## config.mk

```make
export PLATFORM = sky130hd
export DESIGN_NAME = puf_ro_cmp
export DESIGN_NICKNAME = d
export VERILOG_FILES = /design/src/rtl/puf_pkg.sv /design/src/rtl/puf_edge_sync.sv /design/src/rtl/puf_ro_cmp.sv
export SDC_FILE = /design/constraint.sdc
export NUM_CORES = 1
export LEC_CHECK = 0
export CAP_MARGIN = 20
export CORE_MARGIN = 3
export CORE_UTILIZATION = 25
export CTS_CLUSTER_SIZE = 14
export DETAILED_ROUTE_END_ITERATION = 10
export DONT_BUFFER_PORTS = 1
export SYNTH_ARGS = -nofsm -noshare
export SYNTH_HDL_FRONTEND = slang
export SYNTH_SLANG_ARGS = --single-unit
```

## constraint.sdc

```tcl
create_clock -name i_clk -period 4.8 [get_ports i_clk]
set_input_delay 0.96 -clock i_clk [delete_from_list [all_inputs] [get_ports i_clk]]
set_output_delay 0.96 -clock i_clk [all_outputs]
set_load 0.05 [all_outputs]
```

## src/rtl/puf_pkg.sv

```systemverilog
// -----------------------------------------------------------------------------
// puf_pkg
// Shared definitions for the ring-oscillator PUF comparator: default widths,
// default settle time and the controller state encoding.
// -----------------------------------------------------------------------------
package puf_pkg;

  localparam int CNT_W_DEF      = 16;  // edge counter width
  localparam int WIN_W_DEF      = 16;  // measurement window length width
  localparam int SETTLE_CYC_DEF = 8;   // oscillator warm-up cycles (1..255)

  typedef enum logic [1:0] {
    ST_IDLE   = 2'd0,
    ST_SETTLE = 2'd1,
    ST_COUNT  = 2'd2,
    ST_DONE   = 2'd3
  } state_e;

endpackage

```

## src/rtl/puf_edge_sync.sv

```systemverilog
// -----------------------------------------------------------------------------
// puf_edge_sync
// Brings an asynchronous oscillator output into the i_clk domain through a
// 2-flop synchronizer and emits a one-cycle pulse on each rising edge.
//
// Ports:
//   i_clk    - system clock
//   i_rst    - synchronous active-high reset
//   i_async  - asynchronous input (ring oscillator output)
//   o_rise   - high for one cycle per synchronized rising edge
// -----------------------------------------------------------------------------
module puf_edge_sync (
  input  logic i_clk,
  input  logic i_rst,
  input  logic i_async,
  output logic o_rise
);

  logic [1:0] sync_q, sync_d;
  logic       prev_q, prev_d;

  always_comb begin
    sync_d = {sync_q[0], i_async};
    prev_d = sync_q[1];
  end

  always_ff @(posedge i_clk) begin
    // NOTE: sequential state uses non-blocking assignments so every flop
    // samples the pre-edge value of its neighbours (a true shift chain).
    if (i_rst) begin
      sync_q <= '0;
      prev_q <= 1'b0;
    end else begin
      sync_q <= sync_d;
      prev_q <= prev_d;
    end
  end

  assign o_rise = sync_q[1] & ~prev_q;

endmodule

```

## src/rtl/puf_ro_cmp.sv

```systemverilog
// -----------------------------------------------------------------------------
// puf_ro_cmp
// Ring-oscillator PUF comparator. On a start request it enables two external
// ring oscillators, lets them settle for SETTLE_CYC cycles, counts rising edges
// of each over a window of i_win cycles and reports which one was faster.
//
// Ports:
//   i_clk, i_rst        - system clock, synchronous active-high reset
//   i_start, i_win      - start request (IDLE only) and window length
//   i_ro_a, i_ro_b      - asynchronous oscillator outputs
//   o_en                - oscillator enable
//   o_busy              - high whenever not IDLE
//   o_valid             - one-cycle pulse when a result is published
//   o_resp              - 1 when count A > count B
//   o_cnt_a, o_cnt_b    - final edge counts (held until the next result)
// -----------------------------------------------------------------------------
module puf_ro_cmp
  import puf_pkg::*;
#(
  parameter int CNT_W      = CNT_W_DEF,
  parameter int WIN_W      = WIN_W_DEF,
  parameter int SETTLE_CYC = SETTLE_CYC_DEF
) (
  input  logic             i_clk,
  input  logic             i_rst,
  input  logic             i_start,
  input  logic [WIN_W-1:0] i_win,
  input  logic             i_ro_a,
  input  logic             i_ro_b,
  output logic             o_en,
  output logic             o_busy,
  output logic             o_valid,
  output logic             o_resp,
  output logic [CNT_W-1:0] o_cnt_a,
  output logic [CNT_W-1:0] o_cnt_b
);

  // One down-counter serves both the settle phase and the count window.
  localparam int TMR_W = (WIN_W > 8) ? WIN_W : 8;

  state_e             state_q, state_d;
  logic [WIN_W-1:0]   win_q, win_d;
  logic [TMR_W-1:0]   tmr_q, tmr_d;
  logic [CNT_W-1:0]   cnt_a_q, cnt_a_d, cnt_b_q, cnt_b_d;
  logic [CNT_W-1:0]   res_a_q, res_a_d, res_b_q, res_b_d;
  logic               en_q, en_d, busy_q, busy_d, valid_q, valid_d, resp_q, resp_d;
  logic               rise_a, rise_b;
  logic               to_done;

  puf_edge_sync u_sync_a (.i_clk(i_clk), .i_rst(i_rst), .i_async(i_ro_a), .o_rise(rise_a));
  puf_edge_sync u_sync_b (.i_clk(i_clk), .i_rst(i_rst), .i_async(i_ro_b), .o_rise(rise_b));

  always_comb begin
    // NOTE: every variable gets a default first, so no path leaves one
    // unassigned and no latch is inferred.
    state_d = state_q;
    win_d   = win_q;
    tmr_d   = tmr_q;
    cnt_a_d = cnt_a_q;
    cnt_b_d = cnt_b_q;
    res_a_d = res_a_q;
    res_b_d = res_b_q;
    en_d    = en_q;
    valid_d = 1'b0;
    resp_d  = resp_q;
    to_done = 1'b0;

    // Saturating edge counters, active only inside the window.
    if (state_q == ST_COUNT) begin
      if (rise_a && (cnt_a_q != '1)) cnt_a_d = cnt_a_q + CNT_W'(1);
      if (rise_b && (cnt_b_q != '1)) cnt_b_d = cnt_b_q + CNT_W'(1);
    end

    case (state_q)
      ST_IDLE: begin
        if (i_start) begin
          state_d = ST_SETTLE;
          win_d   = i_win;
          tmr_d   = TMR_W'(SETTLE_CYC - 1);
          cnt_a_d = '0;
          cnt_b_d = '0;
          en_d    = 1'b1;
        end
      end
      ST_SETTLE: begin
        if (tmr_q == '0) begin
          if (win_q == '0) begin
            state_d = ST_DONE;
            to_done = 1'b1;
          end else begin
            state_d = ST_COUNT;
            tmr_d   = TMR_W'(win_q) - TMR_W'(1);
          end
        end else begin
          tmr_d = tmr_q - TMR_W'(1);
        end
      end
      ST_COUNT: begin
        if (tmr_q == '0) begin
          state_d = ST_DONE;
          to_done = 1'b1;
        end else begin
          tmr_d = tmr_q - TMR_W'(1);
        end
      end
      ST_DONE: state_d = ST_IDLE;
      default: state_d = ST_IDLE;
    endcase

    // Results are captured from the next-state counts so an edge seen in the
    // last window cycle is still included.
    if (to_done) begin
      en_d    = 1'b0;
      valid_d = 1'b1;
      resp_d  = (cnt_a_d > cnt_b_d);
      res_a_d = cnt_a_d;
      res_b_d = cnt_b_d;
    end

    busy_d = (state_d != ST_IDLE);
  end

  always_ff @(posedge i_clk) begin
    if (i_rst) begin
      state_q <= ST_IDLE;
      win_q   <= '0;
      tmr_q   <= '0;
      cnt_a_q <= '0;
      cnt_b_q <= '0;
      res_a_q <= '0;
      res_b_q <= '0;
      en_q    <= 1'b0;
      busy_q  <= 1'b0;
      valid_q <= 1'b0;
      resp_q  <= 1'b0;
    end else begin
      state_q <= state_d;
      win_q   <= win_d;
      tmr_q   <= tmr_d;
      cnt_a_q <= cnt_a_d;
      cnt_b_q <= cnt_b_d;
      res_a_q <= res_a_d;
      res_b_q <= res_b_d;
      en_q    <= en_d;
      busy_q  <= busy_d;
      valid_q <= valid_d;
      resp_q  <= resp_d;
    end
  end

  assign o_en    = en_q;
  assign o_busy  = busy_q;
  assign o_valid = valid_q;
  assign o_resp  = resp_q;
  assign o_cnt_a = res_a_q;
  assign o_cnt_b = res_b_q;

endmodule

```

======== Word-level counts from Yosys, hierarchy flattened ========
Index checks and enable logic that the tools add are counted.
word-level totals
  word-level logic and storage cells ...... 65
  output and inout port bits .............. 36
  input port bits ......................... 21
  flip-flop bits (word level) ............. 108
cells by class
  bitwise gates (word level) .............. 4
  multiplexer cells ....................... 23
  magnitude comparators ................... 1
  equal/unequal tests ..................... 8
  $add $sub $neg .......................... 4
  reduce and logical (&&, ||, !) cells .... 10
operators with widths
  cell                     number
  $mux W16                 12
  $pmux W16 S3             1
  $add A16 B1 Y16 const B  2
  $logic_not A16 Y1        2
  $ne A16 B16 Y1 const B   2
  $sub A16 B1 Y16 const B  2
  $gt A16 B16 Y1           1
  $pmux W2 S4              1
  $mux W2                  3
  $mux W1                  5
  $eq A2 B2 Y1 const B     2
  $ne A2 B2 Y1 const B     2
  $reduce_and A4 Y1        1
  $ne A3 B3 Y1 const B     1
  $reduce_bool A3 Y1       1
  $and A1 B1 Y1            2
  $eq A2 B1 Y1 const B     1
  $logic_and A1 B1 Y1      2
  $logic_not A2 Y1         1
  $not A1 Y1               2
  $pmux W1 S2              1
  $reduce_and A2 Y1        1
  $reduce_bool A2 Y1       1
  $reduce_or A2 Y1         1

======== Logic depth before layout (Yosys ltp) ========
Gate-level depths: netlist of the first run.
  depth after elaboration ................. 8
  gate-level depth with buffers ........... 16
  depth with buffers taken out ............ 15

======== Modules after synthesis ========
Synthesis of the first run repeated with hierarchy kept, for this count alone.
second synthesis, totals
  cell total of the unflattened synthesis .. 657
  area, all modules ....................... 5372.7 µm²
by module, submodules not included
  module         instances  cells each  sequential area each (µm²)  area an instance (µm²)
  puf_ro_cmp     1          643         2042.0                      5197.5
  puf_edge_sync  2          7           60.1                        87.6

======== Least setup slack after synthesis of the first run ========
OpenSTA, ideal clock, no wires.
  kind .................................... register -> register
  start point ............................. register state_q[0]
  end point ............................... register resp_q (netlist: o_resp)
  cell stages (with the launch flop) ...... 15
  setup time .............................. 117 ps
  path buffers ............................ 1
  data required time ...................... 4683 ps
  setup slack ............................. 1513 ps
  data arrival time ....................... 3170 ps
  period minus slack after synthesis ...... 3287 ps
  cell sequence ........................... dfxtp_1 inv_1 ha_1 clkbuf_1 nand3b_1 or3_1 nor2_1 and3_1 mux2i_1 nor2_1 ha_1 a211o_1 a2111oi_0 o22ai_1 a22o_1
between the ends
  cells in the longest elaborated chain, start to end .. 5
  elaborated cells between the ends (all ways) .. 11
  classes of those cells .................. order compare (1); eq/ne (2); mux (7); reduce/logical (1)
RTL lines
  what                    line               text
  start, declared         puf_ro_cmp.sv:41   state_e state_q, state_d;
  start signal, assigned  puf_ro_cmp.sv:137  state_q <= state_d;
  $eq A2 B2 Y1            puf_ro_cmp.sv:69   if (state_q == ST_COUNT) begin
  $mux W16                puf_ro_cmp.sv:69
  $mux W16                puf_ro_cmp.sv:76   if (i_start) begin
  $mux W16 *              puf_ro_cmp.sv:74   case (state_q)
  via cnt_a_d[15]         puf_ro_cmp.sv:44   logic [CNT_W-1:0] cnt_a_q, cnt_a_d, cnt_b_q, cnt_b_d;
  $gt A16 B16 Y1 *        puf_ro_cmp.sv:115  resp_d = (cnt_a_d > cnt_b_d);
  end signal, assigned    puf_ro_cmp.sv:147  resp_q <= resp_d;
  end, declared           puf_ro_cmp.sv:46   logic en_q, en_d, busy_q, busy_d, valid_q, valid_d, resp_q, resp_d;
Mark *: on every way through the listed nets, which the timed path passes. The rest lies on a longest branch.
A chain may end at the register's enable or synchronous reset.

======== Final worst setup path of the first run ========
Same ends and word-level chain as after synthesis.

==> impl_metrics.env, run 1 <==
export IMPL_hold_path_class="reg2reg"
export IMPL_power_per_cell_area_nw_per_um2=348
export IMPL_globalRouteTotalUtil_pct=12.4
export IMPL_gp_routability_congestion=0.828
export IMPL_count_of_yosys_warnings_during_synthesis=0
export IMPL_critical_path_peak_fanout=10
export IMPL_drt_wirelength_per_cell_um=16.7
export IMPL_cts_buffer_depth=2
export IMPL_final_max_slew_violation_count=0
export IMPL_worstSetupEndpointType="register"
export IMPL_setup_worst_path_class="reg2reg"
export IMPL_hold_buffers=0
export IMPL_clock_insertion_delay_worst_skew_ns=0.36
export IMPL_synth_cells=606
export IMPL_netlist_area_um2=5360
export IMPL_fin_skew_ns=0.0188
export IMPL_timing_final_setup_violations=0
export IMPL_grt_pass1_wl_um=23500
export IMPL_io_pin_count=57
export IMPL_critPathLaunch="state_q[0]$_SDFF_PP0_"
export IMPL_cp_start_kind="register"
export IMPL_layout_min_cycle_time_ns=3.69
export IMPL_clk_transition_reported_paths_ns=0.08
export IMPL_post_route_cells_drive_above_1_share_pct=8.07
export IMPL_grt_start_max_net_pins=53
export IMPL_totalNegativeSetupSlack_ns=0
export IMPL_total_number_of_placement_rows=52
export IMPL_number_of_iterations_in_the_first_detailed_routing_pass=4
export IMPL_final_net_count=635
export IMPL_required_ns=5.05
export IMPL_r2r_start="state_q[0]$_SDFF_PP0_"
export IMPL_initial_utilization_pct=26.0
export IMPL_maxSlewHeadroom_pct=29.6
export IMPL_number_of_diodes=0
export IMPL_final_common_cell="sky130_fd_sc_hd__dfxtp_1"
export IMPL_cts_buffers=9
export IMPL_coreArea_um2=20600
export IMPL_sequential_element_share_of_the_synthesized_area_pct=40.3
export IMPL_worst_pin_slew_ns=1.05
export IMPL_place_hpwl_um=10300
export IMPL_synthFlopType="sky130_fd_sc_hd__dfxtp_1"
export IMPL_cts_resized=0
export IMPL_post_cts_buffers=0
export IMPL_r2r_end="o_resp$_SDFFE_PP0P_"
export IMPL_die_width_um=152
export IMPL_synthDistinctLibCells=65
export IMPL_place_port_buffers=0
export IMPL_htreeDepth=3
export IMPL_dieArea_um2=23200
export IMPL_async_reset_ff_share_pct=0
export IMPL_fin_total_pwr_mw=2.06
export IMPL_largest_voltage_drop_on_the_vdd_net_v=0.000226
export IMPL_detail_route_wirelength_um=14500
export IMPL_setup_crit_end="o_resp$_SDFFE_PP0P_"
export IMPL_numClockSinks=108
export IMPL_routed_via_density=4.98
export IMPL_rsz0062_at_grt="no"
export IMPL_syn_area_per_cell_um2=8.84
export IMPL_antenna_found_initial=0
export IMPL_r2r_slack_ns=1.11
export IMPL_cts_root_buf="sky130_fd_sc_hd__clkbuf_16"
export IMPL_fmax_ghz=0.271
export IMPL_number_of_enable_type_register_cells_in_the_synthesized_netlist=0
export IMPL_data_arrival_time_of_the_critical_path_ns=3.94
export IMPL_final_period_utilization_pct=76.9
export IMPL_power_leakage_nw=2.10
export IMPL_reg2reg_depth=13
export IMPL_remaining_global_route_overflow=0
export IMPL_run_status="complete, no violations"
export IMPL_initialDrtViolationCount=297
export IMPL_syn_to_final_growth_pct=10.3
export IMPL_max_cap_viol_count=0
export IMPL_remaining_drc_errors=0
export IMPL_synth_seq_cells=108
export IMPL_cts_tree="done"
export IMPL_route_vias_total=4310
export IMPL_ant_nets=0
export IMPL_most_common_layout_cells="108 x sky130_fd_sc_hd__dfxtp_1, 66 x sky130_fd_sc_hd__nor2_1, 60 x sky130_fd_sc_hd__nand2_1, 32 x sky130_fd_sc_hd__a21oi_1, 31 x sky130_fd_sc_hd__xnor2_1"
export IMPL_first_global_vias=4244
export IMPL_synth_fp_nets=651
export IMPL_floorplan_die_height_um=152
export IMPL_report_final_hold_viol_count=0
export IMPL_min_path_cells=1
-- registers in the layout (all words and copies together) (netlist names) --
name and flops:
o_cnt_a 16, o_cnt_b 16, u_sync_b.sync_q 2, cnt_b_q 16
cnt_a_q 16, state_q 2, u_sync_a.sync_q 2, win_q 16
o_valid 1, tmr_q 16, o_en 1, u_sync_a.prev_q 1
o_resp 1, u_sync_b.prev_q 1, o_busy 1
-- worst min path at each step --
stage | start | endpoint | slack (ns)
finish | u_sync_a.sync_q[0]$_SDFF_PP0_ | u_sync_a.sync_q[1]$_SDFF_PP0_ | 0.45
detailed placement | u_sync_a.sync_q[0]$_SDFF_PP0_ | u_sync_a.sync_q[1]$_SDFF_PP0_ | 0.44
global route | u_sync_a.sync_q[0]$_SDFF_PP0_ | u_sync_a.sync_q[1]$_SDFF_PP0_ | 0.47
CTS | u_sync_a.sync_q[0]$_SDFF_PP0_ | u_sync_a.sync_q[1]$_SDFF_PP0_ | 0.45
floorplan | u_sync_a.sync_q[0]$_SDFF_PP0_ | u_sync_a.sync_q[1]$_SDFF_PP0_ | 0.41
global placement | u_sync_a.sync_q[0]$_SDFF_PP0_ | u_sync_a.sync_q[1]$_SDFF_PP0_ | 0.43
-- kinds of logic after synthesis --
logic type | synth area share [%]
mux | 0.560
simple gates | 22.6
fa+ha+maj | 5.60
buf+inv | 3.67
compound gates | 19.7
flops | 40.3
xor+xnor | 7.52
-- synth_stat cells (all sizes together) (4+ instances only) --
library cell  instances  area, um^2
or2                  10        62.6
inv                  17        63.8
nand4                 5        31.3
a32o                  7        70.1
xnor2                31         272
buf                   6        33.8
a22oi                 6        45.0
nand3                14        70.1
or4                   7        60.1
nor3                 20         100
or3                   6        37.5
dfxtp               108        2160
o21ai                 6        30.0
nor4                 11        75.1
nand2                61         236
nand2b                4        25.0
and3                  8        50.1
ha                   24         300
and2                  5        31.3
a22o                  8        70.1
a21oi                33         165
o2bb2ai              26         290
nor2b                 8        50.1
clkbuf               25        93.8
xor2                 15         131
nor2                 66         248
o22ai                15        93.8
-- per-stage QoR --
step	hold WS, ns	setup slack [ns]	cell area [um^2]	utilization [%]	std cells
3_3_place_gp	0.434	1.29	5600	27.1	847
6_report	0.448	1.11	5910	28.7	865
4_1_cts	0.450	1.15	5900	28.6	863
3_5_place_dp	0.439	1.18	5600	27.1	847
5_1_grt	0.471	0.810	5910	28.7	865
2_1_floorplan	0.414	1.51	5360	-	606
-- where the power goes --
group / internal (mW) / switching, mW / leakage, nW
clock network: 0.374 / 0.395 / 0.149
logic: 0.133 / 0.199 / 1.07
registers: 0.920 / 0.0353 / 0.875
-- critical path, cell delays in order, from the launching register on --
cell	delay [ns]
sky130_fd_sc_hd__dfxtp_1	0.33
sky130_fd_sc_hd__inv_1	0.08
sky130_fd_sc_hd__ha_1	0.42
sky130_fd_sc_hd__nand3b_1	0.15
sky130_fd_sc_hd__or3_1	0.43
sky130_fd_sc_hd__nor2_1	0.21
sky130_fd_sc_hd__and3_1	0.20
sky130_fd_sc_hd__mux2i_1	0.32
sky130_fd_sc_hd__nor2_1	0.08
sky130_fd_sc_hd__ha_1	0.36
sky130_fd_sc_hd__a211o_1	0.26
sky130_fd_sc_hd__a2111oi_0	0.41
sky130_fd_sc_hd__o22ai_1	0.16
sky130_fd_sc_hd__a22o_1	0.19
-- routing by layer --
metal / global-route usage (%) / wire length (um) / up-vias
li1: - / - / 2160
met1: 16.4 / 6910 / 2046
met2: 20.2 / 6580 / 91
met3: 3.49 / 798 / 13
met4: 3.35 / 192 / 0
met5: 0 / 0 / -
-- layout make-up --
cell class / count / area [um^2]
fillers: 2183 / 14700
multi-input cells: 449 / 3010
flip-flops and latches: 108 / 2160
well taps: 270 / 338
clock buffers: 9 / 225
clock inverters: 7 / 76.3
inverters: 18 / 68.8
repair buffers: 4 / 27.5
(Power assumes the default switching activity.)
==> run 2: changes to the inputs <==
Clock period 4.8 ns to 3.02 ns, I/O delays scaled along.
==> impl_metrics.env, run 2 (synthesis results as in run 1) <==
export IMPL_power_per_cell_area_nw_per_um2=490
export IMPL_reg2reg_depth=13
export IMPL_critical_path_peak_fanout=10
export IMPL_maxSlewHeadroom_pct=29.1
export IMPL_timing_final_setup_violations=0
export IMPL_hold_buffers=0
export IMPL_initialDrtViolationCount=234
export IMPL_cts_buffer_depth=2
export IMPL_cp_start_kind="register"
export IMPL_globalRouteTotalUtil_pct=12.9
export IMPL_first_global_vias=4630
export IMPL_dieArea_um2=23200
export IMPL_final_net_count=712
export IMPL_post_route_cells_drive_above_1_share_pct=25.7
export IMPL_io_pin_count=57
export IMPL_final_period_utilization_pct=98.5
export IMPL_total_number_of_placement_rows=52
export IMPL_fmax_ghz=0.336
export IMPL_numClockSinks=108
export IMPL_place_ws_ns=-0.160
export IMPL_gp_routability_congestion=0.863
export IMPL_r2r_slack_ns=0.05
export IMPL_max_cap_viol_count=0
export IMPL_most_common_layout_cells="92 x sky130_fd_sc_hd__dfxtp_1, 81 x sky130_fd_sc_hd__buf_4, 63 x sky130_fd_sc_hd__nor2_1, 58 x sky130_fd_sc_hd__nand2_1, 31 x sky130_fd_sc_hd__xnor2_1"
export IMPL_setup_crit_end="o_resp$_SDFFE_PP0P_"
export IMPL_detail_route_wirelength_um=15300
export IMPL_fin_skew_ns=0.0225
export IMPL_final_common_cell="sky130_fd_sc_hd__dfxtp_1"
export IMPL_setup_worst_path_class="reg2reg"
export IMPL_number_of_iterations_in_the_first_detailed_routing_pass=6
export IMPL_rsz0062_at_grt="yes"
export IMPL_cts_tree="done"
export IMPL_r2r_end="o_resp$_SDFFE_PP0P_"
export IMPL_cts_root_buf="sky130_fd_sc_hd__clkbuf_16"
export IMPL_power_leakage_nw=2.49
export IMPL_worst_pin_slew_ns=1.06
export IMPL_grt_start_max_net_pins=53
export IMPL_ant_nets=0
export IMPL_syn_to_final_growth_pct=25.6
export IMPL_worstSetupEndpointType="register"
export IMPL_report_final_hold_viol_count=0
export IMPL_clk_transition_reported_paths_ns=0.09
export IMPL_clock_insertion_delay_worst_skew_ns=0.37
export IMPL_final_max_slew_violation_count=0
export IMPL_die_width_um=152
export IMPL_routed_via_density=4.91
export IMPL_required_ns=3.29
export IMPL_cts_buffers=9
export IMPL_r2r_start="state_q[1]$_SDFF_PP0_"
export IMPL_hold_path_class="in2reg"
export IMPL_drt_wirelength_per_cell_um=16.3
export IMPL_layout_min_cycle_time_ns=2.97
export IMPL_initial_utilization_pct=26.0
export IMPL_final_hold_worst_slack_ns=0.300
export IMPL_data_arrival_time_of_the_critical_path_ns=3.25
export IMPL_number_of_diodes=0
export IMPL_place_hpwl_um=11000
export IMPL_remaining_drc_errors=0
export IMPL_run_status="complete, no violations"
export IMPL_post_route_worst_setup_slack_ns=0.0456
export IMPL_route_vias_total=4629
export IMPL_antenna_found_initial=0
export IMPL_remaining_global_route_overflow=0
export IMPL_largest_voltage_drop_on_the_vdd_net_v=0.000295
export IMPL_grt_pass1_wl_um=24400
export IMPL_place_port_buffers=0
export IMPL_coreArea_um2=20600
export IMPL_htreeDepth=3
export IMPL_floorplan_die_height_um=152
export IMPL_critPathLaunch="state_q[1]$_SDFF_PP0_"
## run 2: metal layers
layer | part of all wire (%) | GRT usage (%) | up-vias
met4 | 1.3 | 3.39 | 0
met2 | 47 | 20.8 | 106
li1 | - | - | 2307
met3 | 5.1 | 3.49 | 14
met5 | 0 | 0 | -
met1 | 47 | 17.3 | 2202
## run 2: power by group
part           total (mW)  switching, mW  internal (mW)
clock network        1.21          0.618          0.590
registers            1.51         0.0538           1.46
logic               0.574          0.320          0.253
total                3.30          0.992           2.30
## run 2: layout make-up
type                       count  area [um^2]
clock buffer                   9          225
tap                          270          338
multi-input combinational    449         3230
inverter                      18         68.8
clock inverter                 7         76.3
timing repair buffer          81          608
sequential                   108         2180
fill                        2121        13900
## run 2: per-stage QoR
step | instances | util (%) | total power, mW | cell area [um^2] | TNS (ns)
2_1_floorplan | 606 | - | 1.97 | 5390 | 0
3_3_place_gp | 918 | 29.9 | 2.12 | 6160 | -0.0525
3_5_place_dp | 918 | 29.9 | 2.12 | 6160 | -0.160
4_1_cts | 939 | 31.7 | 3.33 | 6540 | 0
5_1_grt | 942 | 32.6 | 3.45 | 6730 | -0.126
6_report | 942 | 32.6 | 3.30 | 6730 | 0
## run 2: repair_timing
| item | 4_1_cts | 5_1_grt |
|---|---|---|
| gates resized for setup | 12 | 43 |
| setup endpoints to repair | 1 | 1 |
| setup buffers | 5 | 3 |
| pin swaps | 8 | 12 |
## run 2: critical path: stages (launching register included)
cell                        delay, ns
sky130_fd_sc_hd__dfxtp_2         0.34
sky130_fd_sc_hd__buf_4           0.13
sky130_fd_sc_hd__inv_1           0.09
sky130_fd_sc_hd__ha_1            0.29
sky130_fd_sc_hd__nand2_1         0.35
sky130_fd_sc_hd__buf_4           0.29
sky130_fd_sc_hd__buf_4           0.15
sky130_fd_sc_hd__and2_1          0.14
sky130_fd_sc_hd__ha_1            0.31
sky130_fd_sc_hd__o211ai_1        0.11
sky130_fd_sc_hd__a21oi_2         0.10
sky130_fd_sc_hd__a2111oi_4       0.28
sky130_fd_sc_hd__o22ai_1         0.13
sky130_fd_sc_hd__a22o_1          0.19
## run 2: how the worst min path moves through the flow
stage / startpoint / to / slack (ns) / depth (start not counted)
global route: i_rst / cnt_a_q[12]$_SDFF_PP0_ / 0.28 / 1
detailed placement: u_sync_b.sync_q[0]$_SDFF_PP0_ / u_sync_b.sync_q[1]$_SDFF_PP0_ / 0.43 / 1
CTS: i_rst / cnt_a_q[12]$_SDFF_PP0_ / 0.29 / 1
global placement: u_sync_b.sync_q[0]$_SDFF_PP0_ / u_sync_b.sync_q[1]$_SDFF_PP0_ / 0.44 / 1
floorplan: u_sync_a.sync_q[0]$_SDFF_PP0_ / u_sync_a.sync_q[1]$_SDFF_PP0_ / 0.41 / 1
finish: i_rst / cnt_a_q[12]$_SDFF_PP0_ / 0.30 / 1
